<file path="src/rtl/exe_stage_if.sv">
// ID/EX-to-EX/MEM bundle for the execute stage: pipeline inputs, branch resolution and EX/MEM outputs.
interface exe_stage_if #(
  parameter int unsigned DATA_W = 32,
  parameter int unsigned ADDR_W = 5
);
  // ID/EX pipeline register outputs
  logic              WB_En_in;
  logic              MEM_R_En_in;
  logic              MEM_W_En_in;
  logic [1:0]        BR_Type_in;
  logic [3:0]        EXE_Cmd_in;
  logic [ADDR_W-1:0] dest_in;
  logic [DATA_W-1:0] readdata1_in;
  logic [DATA_W-1:0] readdata2_in;
  logic [DATA_W-1:0] Immediate_in;
  logic [DATA_W-1:0] data1_in;
  logic [DATA_W-1:0] data2_in;
  logic [DATA_W-1:0] PC_in;

  // Combinational hazard / branch signals
  logic              Br_taken;
  logic [DATA_W-1:0] Br_Addr;
  logic              Freeze;

  // EX/MEM register
  logic              WB_En;
  logic              MEM_R_En;
  logic              MEM_W_En;
  logic [ADDR_W-1:0] dest;
  logic [DATA_W-1:0] ALU_Res;
  logic [DATA_W-1:0] ST_Val;

  // Upstream driver / downstream consumer side
  modport master (
    output WB_En_in, MEM_R_En_in, MEM_W_En_in, BR_Type_in, EXE_Cmd_in, dest_in,
           readdata1_in, readdata2_in, Immediate_in, data1_in, data2_in, PC_in,
    input  Br_taken, Br_Addr, Freeze, WB_En, MEM_R_En, MEM_W_En, dest, ALU_Res, ST_Val
  );

  // Execute stage side
  modport slave (
    input  WB_En_in, MEM_R_En_in, MEM_W_En_in, BR_Type_in, EXE_Cmd_in, dest_in,
           readdata1_in, readdata2_in, Immediate_in, data1_in, data2_in, PC_in,
    output Br_taken, Br_Addr, Freeze, WB_En, MEM_R_En, MEM_W_En, dest, ALU_Res, ST_Val
  );
endinterface

</file>
<file path="src/rtl/exe_stage.sv">
// MIPS execute stage: single-cycle ALU, combinational branch resolution,
// 32-step shift-add multiplier that freezes upstream, and the EX/MEM register.
module exe_stage #(
  parameter int unsigned DATA_W = 32,
  parameter int unsigned ADDR_W = 5
) (
  input  logic        clk,
  input  logic        rst,
  exe_stage_if.slave  bus
);

  localparam int unsigned CNT_W   = 5;
  localparam int unsigned SHAMT_W = 5;

  localparam logic [3:0] CMD_ADD = 4'b0000;
  localparam logic [3:0] CMD_SUB = 4'b0010;
  localparam logic [3:0] CMD_AND = 4'b0100;
  localparam logic [3:0] CMD_OR  = 4'b0101;
  localparam logic [3:0] CMD_NOR = 4'b0110;
  localparam logic [3:0] CMD_XOR = 4'b0111;
  localparam logic [3:0] CMD_SLL = 4'b1000;
  localparam logic [3:0] CMD_SRL = 4'b1001;
  localparam logic [3:0] CMD_SRA = 4'b1010;
  localparam logic [3:0] CMD_MUL = 4'b1100;

  localparam logic [1:0] BR_BEZ = 2'b01;
  localparam logic [1:0] BR_BNE = 2'b10;
  localparam logic [1:0] BR_JMP = 2'b11;

  localparam logic [CNT_W-1:0] CNT_LAST = CNT_W'(31);

  typedef enum logic [1:0] {
    IDLE = 2'b00,
    BUSY = 2'b01,
    DONE = 2'b10
  } state_t;

  state_t              state, state_nxt;
  logic [DATA_W-1:0]   mcand, mcand_nxt;
  logic [DATA_W-1:0]   mplier, mplier_nxt;
  logic [DATA_W-1:0]   acc, acc_nxt;
  logic [CNT_W-1:0]    cnt, cnt_nxt;

  logic                wb_en_q, wb_en_nxt;
  logic                mem_r_en_q, mem_r_en_nxt;
  logic                mem_w_en_q, mem_w_en_nxt;
  logic [ADDR_W-1:0]   dest_q, dest_nxt;
  logic [DATA_W-1:0]   alu_res_q, alu_res_nxt;
  logic [DATA_W-1:0]   st_val_q, st_val_nxt;

  logic [DATA_W-1:0]   alu_res_c;
  logic [SHAMT_W-1:0]  shamt_c;
  logic                is_mul_c;
  logic                freeze_c;

  assign shamt_c  = bus.data2_in[SHAMT_W-1:0];
  assign is_mul_c = (bus.EXE_Cmd_in == CMD_MUL);

  // Single-cycle ALU; MUL and unused codes produce 0 here
  always_comb begin
    alu_res_c = '0;
    case (bus.EXE_Cmd_in)
      CMD_ADD: alu_res_c = bus.data1_in + bus.data2_in;
      CMD_SUB: alu_res_c = bus.data1_in - bus.data2_in;
      CMD_AND: alu_res_c = bus.data1_in & bus.data2_in;
      CMD_OR:  alu_res_c = bus.data1_in | bus.data2_in;
      CMD_NOR: alu_res_c = ~(bus.data1_in | bus.data2_in);
      CMD_XOR: alu_res_c = bus.data1_in ^ bus.data2_in;
      CMD_SLL: alu_res_c = bus.data1_in << shamt_c;
      CMD_SRL: alu_res_c = bus.data1_in >> shamt_c;
      CMD_SRA: alu_res_c = DATA_W'($signed(bus.data1_in) >>> shamt_c);
      default: alu_res_c = '0;
    endcase
  end

  // Branch resolution is independent of the multiplier freeze
  assign bus.Br_Addr  = bus.PC_in + (bus.Immediate_in << 2);
  assign bus.Br_taken = ((bus.BR_Type_in == BR_BEZ) && (bus.readdata1_in == '0)) ||
                        ((bus.BR_Type_in == BR_BNE) && (bus.readdata1_in != bus.readdata2_in)) ||
                        (bus.BR_Type_in == BR_JMP);

  // State, multiplier datapath and EX/MEM register
  always_ff @(posedge clk) begin
    if (rst) begin
      state      <= IDLE;
      mcand      <= '0;
      mplier     <= '0;
      acc        <= '0;
      cnt        <= '0;
      wb_en_q    <= 1'b0;
      mem_r_en_q <= 1'b0;
      mem_w_en_q <= 1'b0;
      dest_q     <= '0;
      alu_res_q  <= '0;
      st_val_q   <= '0;
    end else begin
      state      <= state_nxt;
      mcand      <= mcand_nxt;
      mplier     <= mplier_nxt;
      acc        <= acc_nxt;
      cnt        <= cnt_nxt;
      wb_en_q    <= wb_en_nxt;
      mem_r_en_q <= mem_r_en_nxt;
      mem_w_en_q <= mem_w_en_nxt;
      dest_q     <= dest_nxt;
      alu_res_q  <= alu_res_nxt;
      st_val_q   <= st_val_nxt;
    end
  end

  // Next state, multiplier step and EX/MEM load; default load is a bubble
  always_comb begin
    state_nxt    = state;
    mcand_nxt    = mcand;
    mplier_nxt   = mplier;
    acc_nxt      = acc;
    cnt_nxt      = cnt;
    wb_en_nxt    = 1'b0;
    mem_r_en_nxt = 1'b0;
    mem_w_en_nxt = 1'b0;
    dest_nxt     = '0;
    alu_res_nxt  = '0;
    st_val_nxt   = '0;
    freeze_c     = 1'b0;

    case (state)
      IDLE: begin
        if (is_mul_c) begin
          freeze_c   = 1'b1;
          mcand_nxt  = bus.data1_in;
          mplier_nxt = bus.data2_in;
          acc_nxt    = '0;
          cnt_nxt    = '0;
          state_nxt  = BUSY;
        end else begin
          wb_en_nxt    = bus.WB_En_in;
          mem_r_en_nxt = bus.MEM_R_En_in;
          mem_w_en_nxt = bus.MEM_W_En_in;
          dest_nxt     = bus.dest_in;
          alu_res_nxt  = alu_res_c;
          st_val_nxt   = bus.readdata2_in;
        end
      end
      BUSY: begin
        freeze_c   = 1'b1;
        acc_nxt    = acc + (mplier[0] ? mcand : '0);
        mcand_nxt  = mcand << 1;
        mplier_nxt = mplier >> 1;
        cnt_nxt    = cnt + CNT_W'(1);
        if (cnt == CNT_LAST) begin
          state_nxt = DONE;
        end
      end
      DONE: begin
        wb_en_nxt    = bus.WB_En_in;
        mem_r_en_nxt = bus.MEM_R_En_in;
        mem_w_en_nxt = bus.MEM_W_En_in;
        dest_nxt     = bus.dest_in;
        alu_res_nxt  = acc;
        st_val_nxt   = bus.readdata2_in;
        state_nxt    = IDLE;
      end
      default: state_nxt = IDLE;
    endcase

    if (rst) begin
      freeze_c = 1'b0;
    end
  end

  assign bus.Freeze   = freeze_c;
  assign bus.WB_En    = wb_en_q;
  assign bus.MEM_R_En = mem_r_en_q;
  assign bus.MEM_W_En = mem_w_en_q;
  assign bus.dest     = dest_q;
  assign bus.ALU_Res  = alu_res_q;
  assign bus.ST_Val   = st_val_q;

endmodule
</file>
<file path="src/flat_wrapper.sv">
// flat-port wrapper written by rule: the top's interface ports become plain ports
module exe_stage_flat 
#(
  parameter int unsigned DATA_W = 32,
  parameter int unsigned ADDR_W = 5
)
  (clk, rst, bus_WB_En_in, bus_MEM_R_En_in, bus_MEM_W_En_in, bus_BR_Type_in, bus_EXE_Cmd_in, bus_dest_in, bus_readdata1_in, bus_readdata2_in, bus_Immediate_in, bus_data1_in, bus_data2_in, bus_PC_in, bus_Br_taken, bus_Br_Addr, bus_Freeze, bus_WB_En, bus_MEM_R_En, bus_MEM_W_En, bus_dest, bus_ALU_Res, bus_ST_Val);
  exe_stage_if #(.DATA_W(DATA_W), .ADDR_W(ADDR_W)) bus_i ();
  input  logic clk;
  input  logic rst;
  input wire logic [$bits(bus_i.WB_En_in)-1:0] bus_WB_En_in;
  input wire logic [$bits(bus_i.MEM_R_En_in)-1:0] bus_MEM_R_En_in;
  input wire logic [$bits(bus_i.MEM_W_En_in)-1:0] bus_MEM_W_En_in;
  input wire logic [$bits(bus_i.BR_Type_in)-1:0] bus_BR_Type_in;
  input wire logic [$bits(bus_i.EXE_Cmd_in)-1:0] bus_EXE_Cmd_in;
  input wire logic [$bits(bus_i.dest_in)-1:0] bus_dest_in;
  input wire logic [$bits(bus_i.readdata1_in)-1:0] bus_readdata1_in;
  input wire logic [$bits(bus_i.readdata2_in)-1:0] bus_readdata2_in;
  input wire logic [$bits(bus_i.Immediate_in)-1:0] bus_Immediate_in;
  input wire logic [$bits(bus_i.data1_in)-1:0] bus_data1_in;
  input wire logic [$bits(bus_i.data2_in)-1:0] bus_data2_in;
  input wire logic [$bits(bus_i.PC_in)-1:0] bus_PC_in;
  output wire logic [$bits(bus_i.Br_taken)-1:0] bus_Br_taken;
  output wire logic [$bits(bus_i.Br_Addr)-1:0] bus_Br_Addr;
  output wire logic [$bits(bus_i.Freeze)-1:0] bus_Freeze;
  output wire logic [$bits(bus_i.WB_En)-1:0] bus_WB_En;
  output wire logic [$bits(bus_i.MEM_R_En)-1:0] bus_MEM_R_En;
  output wire logic [$bits(bus_i.MEM_W_En)-1:0] bus_MEM_W_En;
  output wire logic [$bits(bus_i.dest)-1:0] bus_dest;
  output wire logic [$bits(bus_i.ALU_Res)-1:0] bus_ALU_Res;
  output wire logic [$bits(bus_i.ST_Val)-1:0] bus_ST_Val;
  assign bus_i.WB_En_in = bus_WB_En_in;
  assign bus_i.MEM_R_En_in = bus_MEM_R_En_in;
  assign bus_i.MEM_W_En_in = bus_MEM_W_En_in;
  assign bus_i.BR_Type_in = bus_BR_Type_in;
  assign bus_i.EXE_Cmd_in = bus_EXE_Cmd_in;
  assign bus_i.dest_in = bus_dest_in;
  assign bus_i.readdata1_in = bus_readdata1_in;
  assign bus_i.readdata2_in = bus_readdata2_in;
  assign bus_i.Immediate_in = bus_Immediate_in;
  assign bus_i.data1_in = bus_data1_in;
  assign bus_i.data2_in = bus_data2_in;
  assign bus_i.PC_in = bus_PC_in;
  assign bus_Br_taken = bus_i.Br_taken;
  assign bus_Br_Addr = bus_i.Br_Addr;
  assign bus_Freeze = bus_i.Freeze;
  assign bus_WB_En = bus_i.WB_En;
  assign bus_MEM_R_En = bus_i.MEM_R_En;
  assign bus_MEM_W_En = bus_i.MEM_W_En;
  assign bus_dest = bus_i.dest;
  assign bus_ALU_Res = bus_i.ALU_Res;
  assign bus_ST_Val = bus_i.ST_Val;
  exe_stage #(.DATA_W(DATA_W), .ADDR_W(ADDR_W)) u_core (.clk(clk), .rst(rst), .bus(bus_i));
endmodule
</file>
<file path="config.mk">
export PLATFORM = sky130hd
export DESIGN_NAME = exe_stage_flat
export DESIGN_NICKNAME = d
export VERILOG_FILES = /design/src/rtl/exe_stage_if.sv /design/src/rtl/exe_stage.sv /design/src/flat_wrapper.sv
export SDC_FILE = /design/constraint.sdc
export NUM_CORES = 1
export LEC_CHECK = 0
export CORE_MARGIN = 2
export CORE_UTILIZATION = 30
export CTS_BUF_LIST = sky130_fd_sc_hd__clkbuf_16
export CTS_CLUSTER_SIZE = 28
export DETAILED_ROUTE_END_ITERATION = 7
export GPL_TIMING_DRIVEN = 0
export PLACE_DENSITY_LB_ADDON = 0.05
export REMOVE_ABC_BUFFERS = 1
export SLEW_MARGIN = 20
export SYNTH_ARGS = -nofsm -noshare
export SYNTH_HDL_FRONTEND = slang
export SYNTH_SLANG_ARGS = --single-unit
</file>
<file path="constraint.sdc">
create_clock -name clk -period 6.7 [get_ports clk]
set_input_delay 1.34 -clock clk [delete_from_list [all_inputs] [get_ports clk]]
set_output_delay 1.34 -clock clk [all_outputs]
set_load 0.03 [all_outputs]
</file>
==> results by group <==
Worst setup path
  – CP Launch Type: input port
  – Required time of the critical path: 7.02 ns
  – Nature of the critical path endpoint: register
  – WS Path Type: in -> reg
  – Crit path capture: u_core.bus.ALU_Res[20]
  – CP dominant cell by count: o21a_1
  – R2r endpoint: u_core.acc[26]
  – CP Cell Sequence: clkdlybuf4s50_1 > or3_1 > nor2_2 > buf_6 > nor2_1 > xnor2_1 > ha_1 > nor2b_1 > o21a_1 > o21a_1 > o21a_1 > a21oi_1 > o21ai_1 > nor2_1 > o21ai_0 > a221oi_1
  – Worst Setup SP: bus_EXE_Cmd_in[2]
  – Flop-to-flop setup slack: 2.68 ns
  – Worst reg2reg startpoint: u_core.mplier[0]
  – Slowest cell on crit path: or3_1
  – Largest fanout on the critical path: 17
  – Worst path max stage delay: 0.92 ns
  – CP Data Arrival Time: 6.91 ns
  – Reg2Reg Depth: 11

Pwr
  – Peak supply drop: between 200 and 250 µV
  – Pwr dens: 159 nW/µm²
  – Pwr Total: 0.00353 W
  – Pleak: 8.85 nW

STA
  – Final hold vios: 0
  – Final setup viols: 0
  – Tmin final: approximately 6.6 ns
  – Fin Setup TNS: 0 ns
  – Slew @ Worst Pin: 1.14 ns
  – Max Clk Rate: 152 MHz
  – Layout Skew: 0.0222 ns
  – Rel. slew slack: around a quarter
  – Unrepaired setup endpoints after global routing: no
  – Final period util: 98.3%
  – Worst Setup Slack, final: 0.116 ns
  – Slew Limit Fails: 0

Synth
  – Cell Area, Synth: roughly 18000 µm²
  – Most numerous cell in the Yosys netlist: nor2_1
  – Mapped Cells: 2269
  – Post-synth top area share: between 10% and 20%
  – Avg Inst Size Synth: 7.78 µm²
  – Commonest cells in the synthesized netlist: nor2_1 (349), dfxtp_1 (175), a21oi_1 (162)
  – Number of synthesized flops with an enable pin: 0
  – Synth Register Bits: 175
  – Largest cells by area after synthesis: dfxtp_1 (20%), ha_1 (11%), nor2_1 (7.4%)
  – Unique cell type count in the Yosys netlist: between 80 and 90
  – Share of synthesized registers carrying an async set or reset: 0%
  – Synth area leader: dfxtp_1
  – Synthesis warning total: 0
  – Post-synth top flop: dfxtp_1
  – Register area share after synthesis: 19.9%

Clocking
  – Clk slew on worst S/H paths: 0.08 ns
  – CTS buffer count: 17
  – Clk sinks: between 150 and 200
  – H-tree depth: 4
  – Clock Latency Late Sink: 0.50 ns
  – Bufs on Longest Clock Path: 2
  – Root Buffer: clkbuf_16
  – TritonCTS clock tree: yes

Placement
  – GP Congestion: 0.902
  – Placed insts: 3212
  – IO Port Bufs: 307
  – DPL Wire Length: 59.0 mm
  – Dpl ws: -0.330 ns

Floorplanning
  – Die Y: approximately 250 µm
  – I/O pin count: ~310
  – DIE WIDTH: 247 µm
  – Cell row count: just under 90
  – Starting Density: 30.5%
  – Core area: 57900 µm²
  – Die Area: between 60000 and 70000 µm²

Cells and area
  – Synthesis-to-finish area growth: 25.3%
  – Fin nets: between 2000 and 3000
  – Util after Layout: about two fifths
  – Fraction of layout cells with a size suffix above 1: 6.66%
  – Non-Filler Instances: roughly 3200

Detailed routing
  – Met1 wire length: ~35 mm
  – Avg Vias per Cell: between 5 and 6
  – DR vias: 18300
  – Wire length per cell: 23.5 µm
  – DRT Pass-1 Iters: 6
  – Final WL: 76.3 mm
  – Met2 WL: 34.7 mm
  – DRC: 0
  – DR WL met3: approximately 4.5 mm
  – Post-route ant nets: 0
  – Highest routed layer: met4
  – Drt initial violations: between 1500 and 2000

Global route
  – First-pass GRT wire length: around 110 mm
  – Largest net degree at the start of global routing: 71
  – Overflow after GRT: 0
  – Total GRT Usage: roughly 25%
  – Vias in the first global route: 18100
  – Initial antenna violation count: 2

Status
  – Status: completed

Flow run
  – MaxCap Viol Count: 0

Min path
  – Worst hold start: u_core.acc[7]
  – Hold WC Path Type: reg -> reg
==> metrics by stage <==
stage / area, µm² / hold WS [ns]
finish: 22100 / 0.494
global route: 22100 / 0.511
CTS: 22100 / 0.484
detailed placement: 21500 / 0.475
global placement: 21100 / 0.469
floorplan: 17000 / 0.440
==> logic make-up (layout without fill, tap and decap cells) <==
logic type | count (synthesis) | count (layout) | synth area share (%)
and+or+nand+nor | 769 | 769 | 20.1
other | 0 | 2 | 0
xor gates and xnor gates | 131 | 131 | 6.50
AOI/OAI and AO/OA | 643 | 643 | 24.6
adders and majority gates | 162 | 162 | 11.6
muxes | 139 | 139 | 11.8
buffers and inverters | 250 | 460 | 5.60
DFF | 175 | 175 | 19.9
==> metal layers <==
layer,track usage [%],vias to the layer above
li1,-,8749
met1,33.4,8874
met2,39.7,619
met3,5.07,99
met4,9.07,0
met5,0,-
==> power by group <==
| group | leakage (nW) | total (W) | internal [W] | switching (W) |
|---|---|---|---|---|
| Clock | 0.282 | 0.000996 | 0.000491 | 0.000505 |
| Combinational | 7.14 | 0.00144 | 0.000588 | 0.000847 |
| Sequential | 1.43 | 0.00109 | 0.00108 | 0.0000165 |
| Total | 8.85 | 0.00353 | 0.00216 | 0.00137 |
==> area by class of cell <==
class / count / area, µm²
Timing Repair Buffer: 331 / 3480
Tap cell: 765 / 957
Antenna cell: 2 / 5.00
Sequential cell: 175 / 3500
Clock inverter: 15 / 144
Clock buffer: 17 / 425
Multi-Input combinational cell: 1844 / 13200
Inverter: 97 / 369
Fill cell: 6093 / 35800
==> worst max-delay path, delay by kind of cell <==
kind	cells	cell delay, ns
AO/OA/AOI/OAI	7	2.24
AND/OR/NAND/NOR	5	1.78
buffers and inverters	2	1.05
adder cells (fa/ha/maj)	1	0.34
XOR/XNOR	1	0.13
==> sequential cells by signal, indices dropped and copies added (netlist names) <==
name	flops
u_core.bus.WB_En	1
u_core.bus.MEM_R_En	1
u_core.state	2
u_core.cnt	5
u_core.mplier	32
u_core.bus.ALU_Res	32
u_core.bus.dest	5
u_core.mcand	32
u_core.bus.MEM_W_En	1
u_core.acc	32
u_core.bus.ST_Val	32
==> how the worst min path moves through the flow <==
stage,to,slack [ns],cells past startpoint
2_1_floorplan,u_core.bus.ALU_Res[17],0.44,2
3_3_place_gp,u_core.acc[20],0.47,2
3_5_place_dp,u_core.bus.ALU_Res[7],0.47,2
4_1_cts,u_core.bus.ALU_Res[7],0.48,2
5_1_grt,u_core.mplier[25],0.51,2
6_report,u_core.bus.ALU_Res[7],0.49,2
==> cells in the final DEF (no fill, tap or decap), types with 10 or more instances in the layout <==
master	count
a31oi_1	23
nor2b_1	16
buf_4	10
a222oi_1	44
o22ai_1	15
nor2_1	344
a22o_1	15
clkdlybuf4s50_1	299
mux2i_1	70
a211oi_1	68
and2_1	78
or3_1	16
nand3_1	42
ha_1	159
mux2_2	16
xnor2_1	88
o21a_1	16
a22oi_1	27
nand4_1	20
o21ai_0	113
o31ai_1	11
a21o_1	43
dfxtp_1	174
nor4_1	21
o21bai_1	12
xor2_1	43
nor3_1	58
inv_1	94
a21oi_1	162
nand2_1	121
mux4_2	53
clkbuf_16	17
==> repair_timing <==
item	in CTS	in global routing
endpoints found under the setup margin	0	3
hold buffers	0	0
setup buffers	0	0
gates resized for setup	0	1
(Power assumes the default switching activity.)
